### src/rtl/icache_sa_param_if.sv
// icache_sa_param_if
// Bundles the fetch-side request/response signals and the memory-side refill
// handshake of the instruction cache.
//   slave  : cache view (receives fetch requests, issues refill requests)
//   master : environment view (fetch stage plus memory hierarchy)
// Signals:
//   req_valid/req_ready/req_addr    fetch request handshake and byte address
//   rsp_valid/rsp_data              returned cache line
//   mem_req_valid/ready/addr        refill request (line address)
//   mem_rsp_valid/mem_rsp_data      refill data return
interface icache_sa_param_if #(
  parameter int ADDR_WIDTH = 32,
  parameter int LINE_WIDTH = 128
);
  localparam int OFF_W = $clog2(LINE_WIDTH / 8);

  logic                        req_valid;
  logic                        req_ready;
  logic [ADDR_WIDTH-1:0]       req_addr;
  logic                        rsp_valid;
  logic [LINE_WIDTH-1:0]       rsp_data;
  logic                        mem_req_valid;
  logic                        mem_req_ready;
  logic [ADDR_WIDTH-OFF_W-1:0] mem_req_addr;
  logic                        mem_rsp_valid;
  logic [LINE_WIDTH-1:0]       mem_rsp_data;

  modport slave (
    input  req_valid, req_addr, mem_req_ready, mem_rsp_valid, mem_rsp_data,
    output req_ready, rsp_valid, rsp_data, mem_req_valid, mem_req_addr
  );

  modport master (
    output req_valid, req_addr, mem_req_ready, mem_rsp_valid, mem_rsp_data,
    input  req_ready, rsp_valid, rsp_data, mem_req_valid, mem_req_addr
  );
endinterface

### src/rtl/icache_sa_param.sv
// icache_sa_param
// Parametrised set-associative read-only instruction cache. Hits answer in the
// cycle the request is accepted; misses go through MISS_REQ -> MISS_WAIT ->
// FILL and answer in FILL. Replacement takes the lowest invalid way, otherwise
// the per-set round-robin pointer. A flush clears every valid bit; a refill in
// flight when a flush arrives still answers but does not install its line.
// Ports:
//   clock, reset   clock and synchronous active-high reset
//   flush          one-cycle pulse invalidating all lines
//   bus            icache_sa_param_if.slave (fetch and refill handshakes)
//   hit_count      saturating count of hits
//   miss_count     saturating count of misses
module icache_sa_param #(
  parameter int ADDR_WIDTH = 32,
  parameter int LINE_WIDTH = 128,
  parameter int NUM_SETS   = 4,
  parameter int NUM_WAYS   = 2
) (
  input  logic                  clock,
  input  logic                  reset,
  input  logic                  flush,
  icache_sa_param_if.slave      bus,
  output logic [31:0]           hit_count,
  output logic [31:0]           miss_count
);
  localparam int OFF_W = $clog2(LINE_WIDTH / 8);
  localparam int SET_W = $clog2(NUM_SETS);
  localparam int TAG_W = ADDR_WIDTH - OFF_W - SET_W;
  localparam int WAY_W = (NUM_WAYS > 1) ? $clog2(NUM_WAYS) : 1;
  localparam int LA_W  = ADDR_WIDTH - OFF_W;

  typedef enum logic [1:0] {IDLE, MISS_REQ, MISS_WAIT, FILL} state_t;
  state_t state, state_next;

  logic [NUM_WAYS-1:0]   valid_q [NUM_SETS];
  logic [TAG_W-1:0]      tag_q   [NUM_SETS][NUM_WAYS];
  logic [LINE_WIDTH-1:0] data_q  [NUM_SETS][NUM_WAYS];
  logic [WAY_W-1:0]      rr_ptr  [NUM_SETS];

  logic [SET_W-1:0]      miss_set;
  logic [TAG_W-1:0]      miss_tag;
  logic [LA_W-1:0]       miss_line;
  logic [WAY_W-1:0]      victim;
  logic                  victim_valid;
  logic [LINE_WIDTH-1:0] fill_data;
  logic                  flush_pending;

  logic [SET_W-1:0]      req_set;
  logic [TAG_W-1:0]      req_tag;
  logic [NUM_WAYS-1:0]   hit_vec;
  logic                  hit;
  logic [LINE_WIDTH-1:0] hit_line;
  logic [WAY_W-1:0]      pick_way;
  logic                  pick_valid;
  logic                  ready;
  logic                  accept;
  logic                  install;

  assign req_set = bus.req_addr[OFF_W +: SET_W];
  assign req_tag = bus.req_addr[ADDR_WIDTH-1 -: TAG_W];
  assign ready   = (state == IDLE) && !flush && !reset;
  assign accept  = bus.req_valid && ready;
  assign hit     = |hit_vec;
  // A flush seen during the refill or in the FILL cycle itself drops the line.
  assign install = (state == FILL) && !flush_pending && !flush;

  // Tag compare across the indexed set; hit_vec is one-hot so OR-ing is a mux.
  always_comb begin
    hit_vec  = '0;
    hit_line = '0;
    for (int w = 0; w < NUM_WAYS; w++) begin
      hit_vec[w] = valid_q[req_set][w] && (tag_q[req_set][w] == req_tag);
      if (hit_vec[w]) hit_line = hit_line | data_q[req_set][w];
    end
  end

  // Descending scan so the lowest-index invalid way is the last one written.
  always_comb begin
    pick_way   = rr_ptr[req_set];
    pick_valid = 1'b1;
    for (int w = NUM_WAYS - 1; w >= 0; w--) begin
      if (!valid_q[req_set][w]) begin
        pick_way   = WAY_W'(w);
        pick_valid = 1'b0;
      end
    end
  end

  // State register.
  always_ff @(posedge clock) begin
    if (reset) state <= IDLE;
    else       state <= state_next;
  end

  // Next-state logic.
  always_comb begin
    state_next = state;
    case (state)
      IDLE:      if (accept && !hit)    state_next = MISS_REQ;
      MISS_REQ:  if (bus.mem_req_ready) state_next = MISS_WAIT;
      MISS_WAIT: if (bus.mem_rsp_valid) state_next = FILL;
      FILL:                             state_next = IDLE;
      default:                          state_next = IDLE;
    endcase
  end

  // Output logic; every response output is forced low while reset is high.
  always_comb begin
    bus.req_ready     = ready;
    bus.rsp_valid     = 1'b0;
    bus.rsp_data      = '0;
    bus.mem_req_valid = 1'b0;
    bus.mem_req_addr  = miss_line;
    if (!reset) begin
      if (state == IDLE && accept && hit) begin
        bus.rsp_valid = 1'b1;
        bus.rsp_data  = hit_line;
      end else if (state == FILL) begin
        bus.rsp_valid = 1'b1;
        bus.rsp_data  = fill_data;
      end
      bus.mem_req_valid = (state == MISS_REQ);
    end
  end

  // Control state: valid bits, replacement pointers, miss context, counters.
  always_ff @(posedge clock) begin
    if (reset) begin
      for (int s = 0; s < NUM_SETS; s++) begin
        valid_q[s] <= '0;
        rr_ptr[s]  <= '0;
      end
      flush_pending <= 1'b0;
      hit_count     <= '0;
      miss_count    <= '0;
      miss_set      <= '0;
      miss_tag      <= '0;
      miss_line     <= '0;
      victim        <= '0;
      victim_valid  <= 1'b0;
      fill_data     <= '0;
    end else begin
      if (accept && hit && hit_count != '1) hit_count <= hit_count + 32'd1;
      if (accept && !hit) begin
        miss_set     <= req_set;
        miss_tag     <= req_tag;
        miss_line    <= bus.req_addr[ADDR_WIDTH-1:OFF_W];
        victim       <= pick_way;
        victim_valid <= pick_valid;
        if (miss_count != '1) miss_count <= miss_count + 32'd1;
      end
      if (state == MISS_WAIT && bus.mem_rsp_valid) fill_data <= bus.mem_rsp_data;
      if (install) begin
        valid_q[miss_set][victim] <= 1'b1;
        // Pointer only advances when a live line was actually evicted.
        if (victim_valid)
          rr_ptr[miss_set] <= (victim == WAY_W'(NUM_WAYS - 1)) ? '0 : victim + 1'b1;
      end
      if (state == FILL) flush_pending <= 1'b0;
      if (flush && (state == MISS_REQ || state == MISS_WAIT)) flush_pending <= 1'b1;
      // Placed last so a flush overrides any valid bit set above.
      if (flush) begin
        for (int s = 0; s < NUM_SETS; s++) valid_q[s] <= '0;
      end
    end
  end

  // Line storage; contents are only meaningful behind a valid bit.
  always_ff @(posedge clock) begin
    if (install) begin
      tag_q[miss_set][victim]  <= miss_tag;
      data_q[miss_set][victim] <= fill_data;
    end
  end

  a_single_hit: assert property (@(posedge clock) disable iff (reset) accept |-> $onehot0(hit_vec));
endmodule

### src/flat_wrapper.sv
// flat-port wrapper written by rule: the top's interface ports become plain ports
module icache_sa_param_flat 
#(
  parameter int ADDR_WIDTH = 32,
  parameter int LINE_WIDTH = 128,
  parameter int NUM_SETS   = 4,
  parameter int NUM_WAYS   = 2
)
  (clock, reset, flush, hit_count, miss_count, bus_req_valid, bus_req_addr, bus_mem_req_ready, bus_mem_rsp_valid, bus_mem_rsp_data, bus_req_ready, bus_rsp_valid, bus_rsp_data, bus_mem_req_valid, bus_mem_req_addr);
  icache_sa_param_if #(.ADDR_WIDTH(ADDR_WIDTH), .LINE_WIDTH(LINE_WIDTH)) bus_i ();
  input  logic clock;
  input  logic reset;
  input  logic flush;
  output logic [31:0] hit_count;
  output logic [31:0] miss_count;
  input wire logic [$bits(bus_i.req_valid)-1:0] bus_req_valid;
  input wire logic [$bits(bus_i.req_addr)-1:0] bus_req_addr;
  input wire logic [$bits(bus_i.mem_req_ready)-1:0] bus_mem_req_ready;
  input wire logic [$bits(bus_i.mem_rsp_valid)-1:0] bus_mem_rsp_valid;
  input wire logic [$bits(bus_i.mem_rsp_data)-1:0] bus_mem_rsp_data;
  output wire logic [$bits(bus_i.req_ready)-1:0] bus_req_ready;
  output wire logic [$bits(bus_i.rsp_valid)-1:0] bus_rsp_valid;
  output wire logic [$bits(bus_i.rsp_data)-1:0] bus_rsp_data;
  output wire logic [$bits(bus_i.mem_req_valid)-1:0] bus_mem_req_valid;
  output wire logic [$bits(bus_i.mem_req_addr)-1:0] bus_mem_req_addr;
  assign bus_i.req_valid = bus_req_valid;
  assign bus_i.req_addr = bus_req_addr;
  assign bus_i.mem_req_ready = bus_mem_req_ready;
  assign bus_i.mem_rsp_valid = bus_mem_rsp_valid;
  assign bus_i.mem_rsp_data = bus_mem_rsp_data;
  assign bus_req_ready = bus_i.req_ready;
  assign bus_rsp_valid = bus_i.rsp_valid;
  assign bus_rsp_data = bus_i.rsp_data;
  assign bus_mem_req_valid = bus_i.mem_req_valid;
  assign bus_mem_req_addr = bus_i.mem_req_addr;
  icache_sa_param #(.ADDR_WIDTH(ADDR_WIDTH), .LINE_WIDTH(LINE_WIDTH), .NUM_SETS(NUM_SETS), .NUM_WAYS(NUM_WAYS)) u_core (.clock(clock), .reset(reset), .flush(flush), .bus(bus_i), .hit_count(hit_count), .miss_count(miss_count));
endmodule
### config.mk
export PLATFORM = sky130hd
export DESIGN_NAME = icache_sa_param_flat
export DESIGN_NICKNAME = d
export VERILOG_FILES = /design/src/rtl/icache_sa_param_if.sv /design/src/rtl/icache_sa_param.sv /design/src/flat_wrapper.sv
export SDC_FILE = /design/constraint.sdc
export NUM_CORES = 2
export LEC_CHECK = 0
export ABC_AREA = 0
export CELL_PAD_IN_SITES_DETAIL_PLACEMENT = 0
export CELL_PAD_IN_SITES_GLOBAL_PLACEMENT = 2
export CORE_MARGIN = 1
export CORE_UTILIZATION = 23
export DETAILED_ROUTE_END_ITERATION = 12
export HOLD_SLACK_MARGIN = 0.03
export PLACE_DENSITY = 0.54
export REMOVE_ABC_BUFFERS = 1
export SLEW_MARGIN = 15
export SYNTH_ARGS = -nofsm -noshare
export SYNTH_HDL_FRONTEND = slang
export SYNTH_SLANG_ARGS = --single-unit
### constraint.sdc
create_clock -name clock -period 22.7 [get_ports clock]
set_clock_uncertainty 0.2 [all_clocks]
set_input_delay 6.81 -clock clock [delete_from_list [all_inputs] [get_ports clock]]
set_output_delay 6.81 -clock clock [all_outputs]
set_load 0.02 [all_outputs]
==> impl_metrics.py <==
metrics = {
    "run_status": {
        "status": "finished clean",
    },
    "detailed_routing": {
        "num_vias": 31759,
        "drt-wirelength-per-cell_um": 23.6,
        "ant_nets": 0,
        "via_per_inst": 4.44,
        "drt_iter0_drc": 2054,
        "wirelength_um": 169000,
        "wl_met2_um": 77600,
        "wl_met1_um": 78400,
        "wl_met3_um": 9520,
        "top_layer_used": "met5",
        "route.detailed.drc": 0,
        "firstDrtPassIters": 6,
    },
    "cts": {
        "post_cts_buffers": 0,
        "cts_num_sinks": 1469,
        "cts-resized-gates": 0,
        "root_buffer": "clkbuf_16",
        "hold_buffers": 0,
        "insertion_delay_ns": 0.82,
        "htreeDepth": 4,
        "path_clk_slew_ns": 0.06,
        "tritoncts": "done",
        "cts_made_buffers": 170,
        "cts_buffer_depth": 3,
    },
    "setup_path": {
        "reg2reg_slack_ns": 18.24,
        "start_kind": "input pin",
        "r2r_start": "u_core.state[0]",
        "crit_family": "buffers and inverters",
        "reg2regPathDepth": 7,
        "cp_slowest_cell": "clkdlybuf4s50_1",
        "critPathKind": "input pin to primary output",
        "slowest_delay_ns": 0.70,
        "cp_cell_sequence": "buf_8 > buf_4 > mux4_1 > xnor2_1 > nand4_1 > a211oi_1 > nand4bb_1 > nor2_4 > o31ai_4 > buf_12 > buf_4 > a21oi_1 > clkdlybuf4s50_1",
        "path_max_fanout": 67,
        "crit_path_end_kind": "primary output",
        "cp_data_required_time_ns": 15.69,
        "timing.critical_path.buf_inv": 5,
        "cpMostUsedCell": "buf_4",
        "r2r-end": "u_core.data_q[0][40]",
        "cp.arrival_ns": 12.77,
    },
    "timing": {
        "worst_slack_ns": 2.92,
        "slew_headroom_pct": 29.1,
        "max_freq_ghz": 0.0506,
        "min_period_ns": 19.78,
        "drv_slew": 0,
        "grt_setup_unrepaired": "false",
        "period_share_pct": 87.1,
        "setup_viol": 0,
        "timing.hold.ws_ns": 0.275,
        "worstMarginPinSlew_ns": 1.06,
        "hold_viol": 0,
    },
    "synthesis": {
        "avgSynthCellArea_sq_um": 16.9,
        "ys_warn_count": 0,
        "synth-seq-cells": 1469,
        "seq_area_frac_synth_pct": 73.4,
        "synth_cell_types": 63,
        "syn_inst": 3375,
        "synth_edf_count": 1236,
        "netlist_area_sq_mm": 0.0569,
        "synth_adder_area_share_pct": 0.154,
        "synth_top_family_by_area": "multiplexers",
        "muxShareOfSynthArea_pct": 12.6,
        "synth_compound_area_share_pct": 5.77,
        "synth-simple-area-share_pct": 5.60,
        "synthArstFlopShare_pct": 0,
        "synth-xor-area-share_pct": 0.785,
        "synth_flop_cell": "edfxtp_1",
    },
    "min_path": {
        "hold_class": "register to register",
        "min_from": "u_core.flush_pending",
        "whs_path_depth": 2,
        "whs_endpoint": "u_core.flush_pending",
    },
    "placement": {
        "hpwlAfterDp_um": 91900,
        "gp_congestion": 0.686,
        "pre_cts_ws_ns": 2.78,
        "numPortBuffers": 384,
    },
    "final_layout": {
        "final_nets": 3961,
        "syn_to_final_growth_pct": 23.2,
        "final_common_cell": "edfxtp_1",
        "drive_above_1_share_pct": 16.0,
        "mostFrequentLayoutCells": "1236 x edfxtp_1, 484 x nand2_1, 381 x clkdlybuf4s50_1",
    },
    "die": {
        "rows": 182,
        "die_area_sq_mm": 0.249,
        "die_h_um": 499,
        "die_w_um": 499,
        "coreArea_sq_mm": 0.246,
        "initial_core_util_pct": 23.1,
        "ios": 389,
    },
    "power_and_ir_drop": {
        "intPower_mw": 4.61,
        "combPwrFrac_pct": 4.1,
        "p_seq_share_pct": 50.4,
        "power.density_mw_per_mm2": 84.5,
        "p_leak_nw": 22.4,
        "power_switching_mw": 1.32,
        "vdd_drop_max_v": 0.0000694,
        "switching_share_pct": 22.2,
        "pwr-share-clk_pct": 45.5,
    },
    "global_route": {
        "grt_usage_pct": 13.3,
        "grt_start_max_net_pins": 92,
        "grt_pass1_wl_um": 242000,
        "overflow": 0,
        "antenna_found_initial": 22,
        "grt_pass1_vias": 33286,
    },
    "flow_run": {
        "maxCapViolCount": 0,
    },
}
==> power groups by stage <==
stage	combinational, mW	sequential, mW	clock, mW
2_1_floorplan	0.109	3.03	0
6_report	0.242	2.99	2.70
3_3_place_gp	0.251	3.04	0
4_1_cts	0.252	2.99	2.79
5_1_grt	0.266	2.99	2.89
3_5_place_dp	0.251	3.04	0
==> per-layer routing <==
| layer | GRT usage [%] | vias to the layer above |
|---|---|---|
| li1 | - | 14115 |
| met1 | 18.6 | 16632 |
| met2 | 20.9 | 758 |
| met3 | 3.12 | 230 |
| met4 | 3.04 | 24 |
| met5 | 0 | - |
==> area by class of cell <==
class                      instances  area, sq um
antenna                            3         7.51
clock buffer                     233         4670
clock inverter                    82          812
fill                           24648       176000
inverter                          19         86.3
multi-input combinational       1679        14300
sequential                      1469        41800
tap                             3220         4030
timing repair buffer             449         4450
==> synthesized netlist by cell type (all sizes together) (2+ instances only) <==
cell / instances / area share, %
and2: 14 / 0.15
nor4: 8 / 0.11
o211ai: 4 / 0.053
nor3b: 3 / 0.040
or3: 47 / 0.52
a22oi: 128 / 1.7
and3: 13 / 0.14
o221ai: 4 / 0.073
nand2: 485 / 3.2
dfxtp: 233 / 8.2
nand4: 23 / 0.25
o41ai: 3 / 0.046
a21oi: 345 / 3.0
o2bb2ai: 2 / 0.031
and4: 9 / 0.14
nor2b: 16 / 0.18
a211oi: 2 / 0.026
clkbuf: 172 / 1.1
o31a: 3 / 0.046
ha: 7 / 0.15
or4: 6 / 0.086
o31ai: 3 / 0.040
mux2i: 34 / 0.60
buf: 36 / 0.41
nand3: 32 / 0.28
mux2: 11 / 0.22
nor2: 31 / 0.20
o21ai: 55 / 0.48
xor2: 17 / 0.26
inv: 18 / 0.12
o21a: 8 / 0.11
nor3: 12 / 0.11
or2: 2 / 0.022
xnor2: 34 / 0.52
mux4: 295 / 12
nand2b: 7 / 0.077
o22ai: 3 / 0.033
edfxtp: 1236 / 65
==> state kept, by name, indices dropped and copies added (netlist names), 2 cells and up <==
signal,count
u_core.bus.mem_req_addr,27
u_core.rr_ptr,4
u_core.state,2
u_core.miss_count,32
u_core.valid_q,8
u_core.hit_count,32
u_core.data_q,1024
u_core.tag_q,208
u_core.fill_data,128
==> per-stage QoR <==
stage	cell area (sq um)	std cells	power (mW)	TNS [ns]	util, %
2_1_floorplan	56000	3167	3.14	-554.14	-
3_3_place_gp	64600	6836	3.29	0	26.3
3_5_place_dp	64600	6836	3.29	0	26.3
4_1_cts	70100	7151	6.03	0	28.5
5_1_grt	70100	7152	6.14	0	28.5
6_report	70100	7154	5.93	0	28.5
==> worst min-delay path: cells and delay by family, from the launching register on <==
| family | cells | cell delay (ns) |
|---|---|---|
| AND/OR/NAND/NOR | 1 | 0.07 |
| flip-flops | 1 | 0.31 |
| AO/OA/AOI/OAI | 1 | 0.05 |
==> cells by family after synthesis <==
group | Yosys count
flops | 1469
fa+ha+maj | 7
compound gates | 567
xor+xnor | 51
simple gates | 714
buf+inv | 227
mux | 340
==> worst max-delay path by stage <==
stage          cells past startpoint            start                 to
6_report                          13  bus_req_addr[4]  bus_rsp_data[103]
5_1_grt                           13  bus_req_addr[4]  bus_rsp_data[103]
4_1_cts                           13  bus_req_addr[4]  bus_rsp_data[103]
3_5_place_dp                      13  bus_req_addr[4]  bus_rsp_data[103]
3_3_place_gp                      13  bus_req_addr[4]  bus_rsp_data[103]
2_1_floorplan                      8  bus_req_addr[4]    bus_rsp_data[0]
No activity file was read; power rests on OpenSTA's default activity.
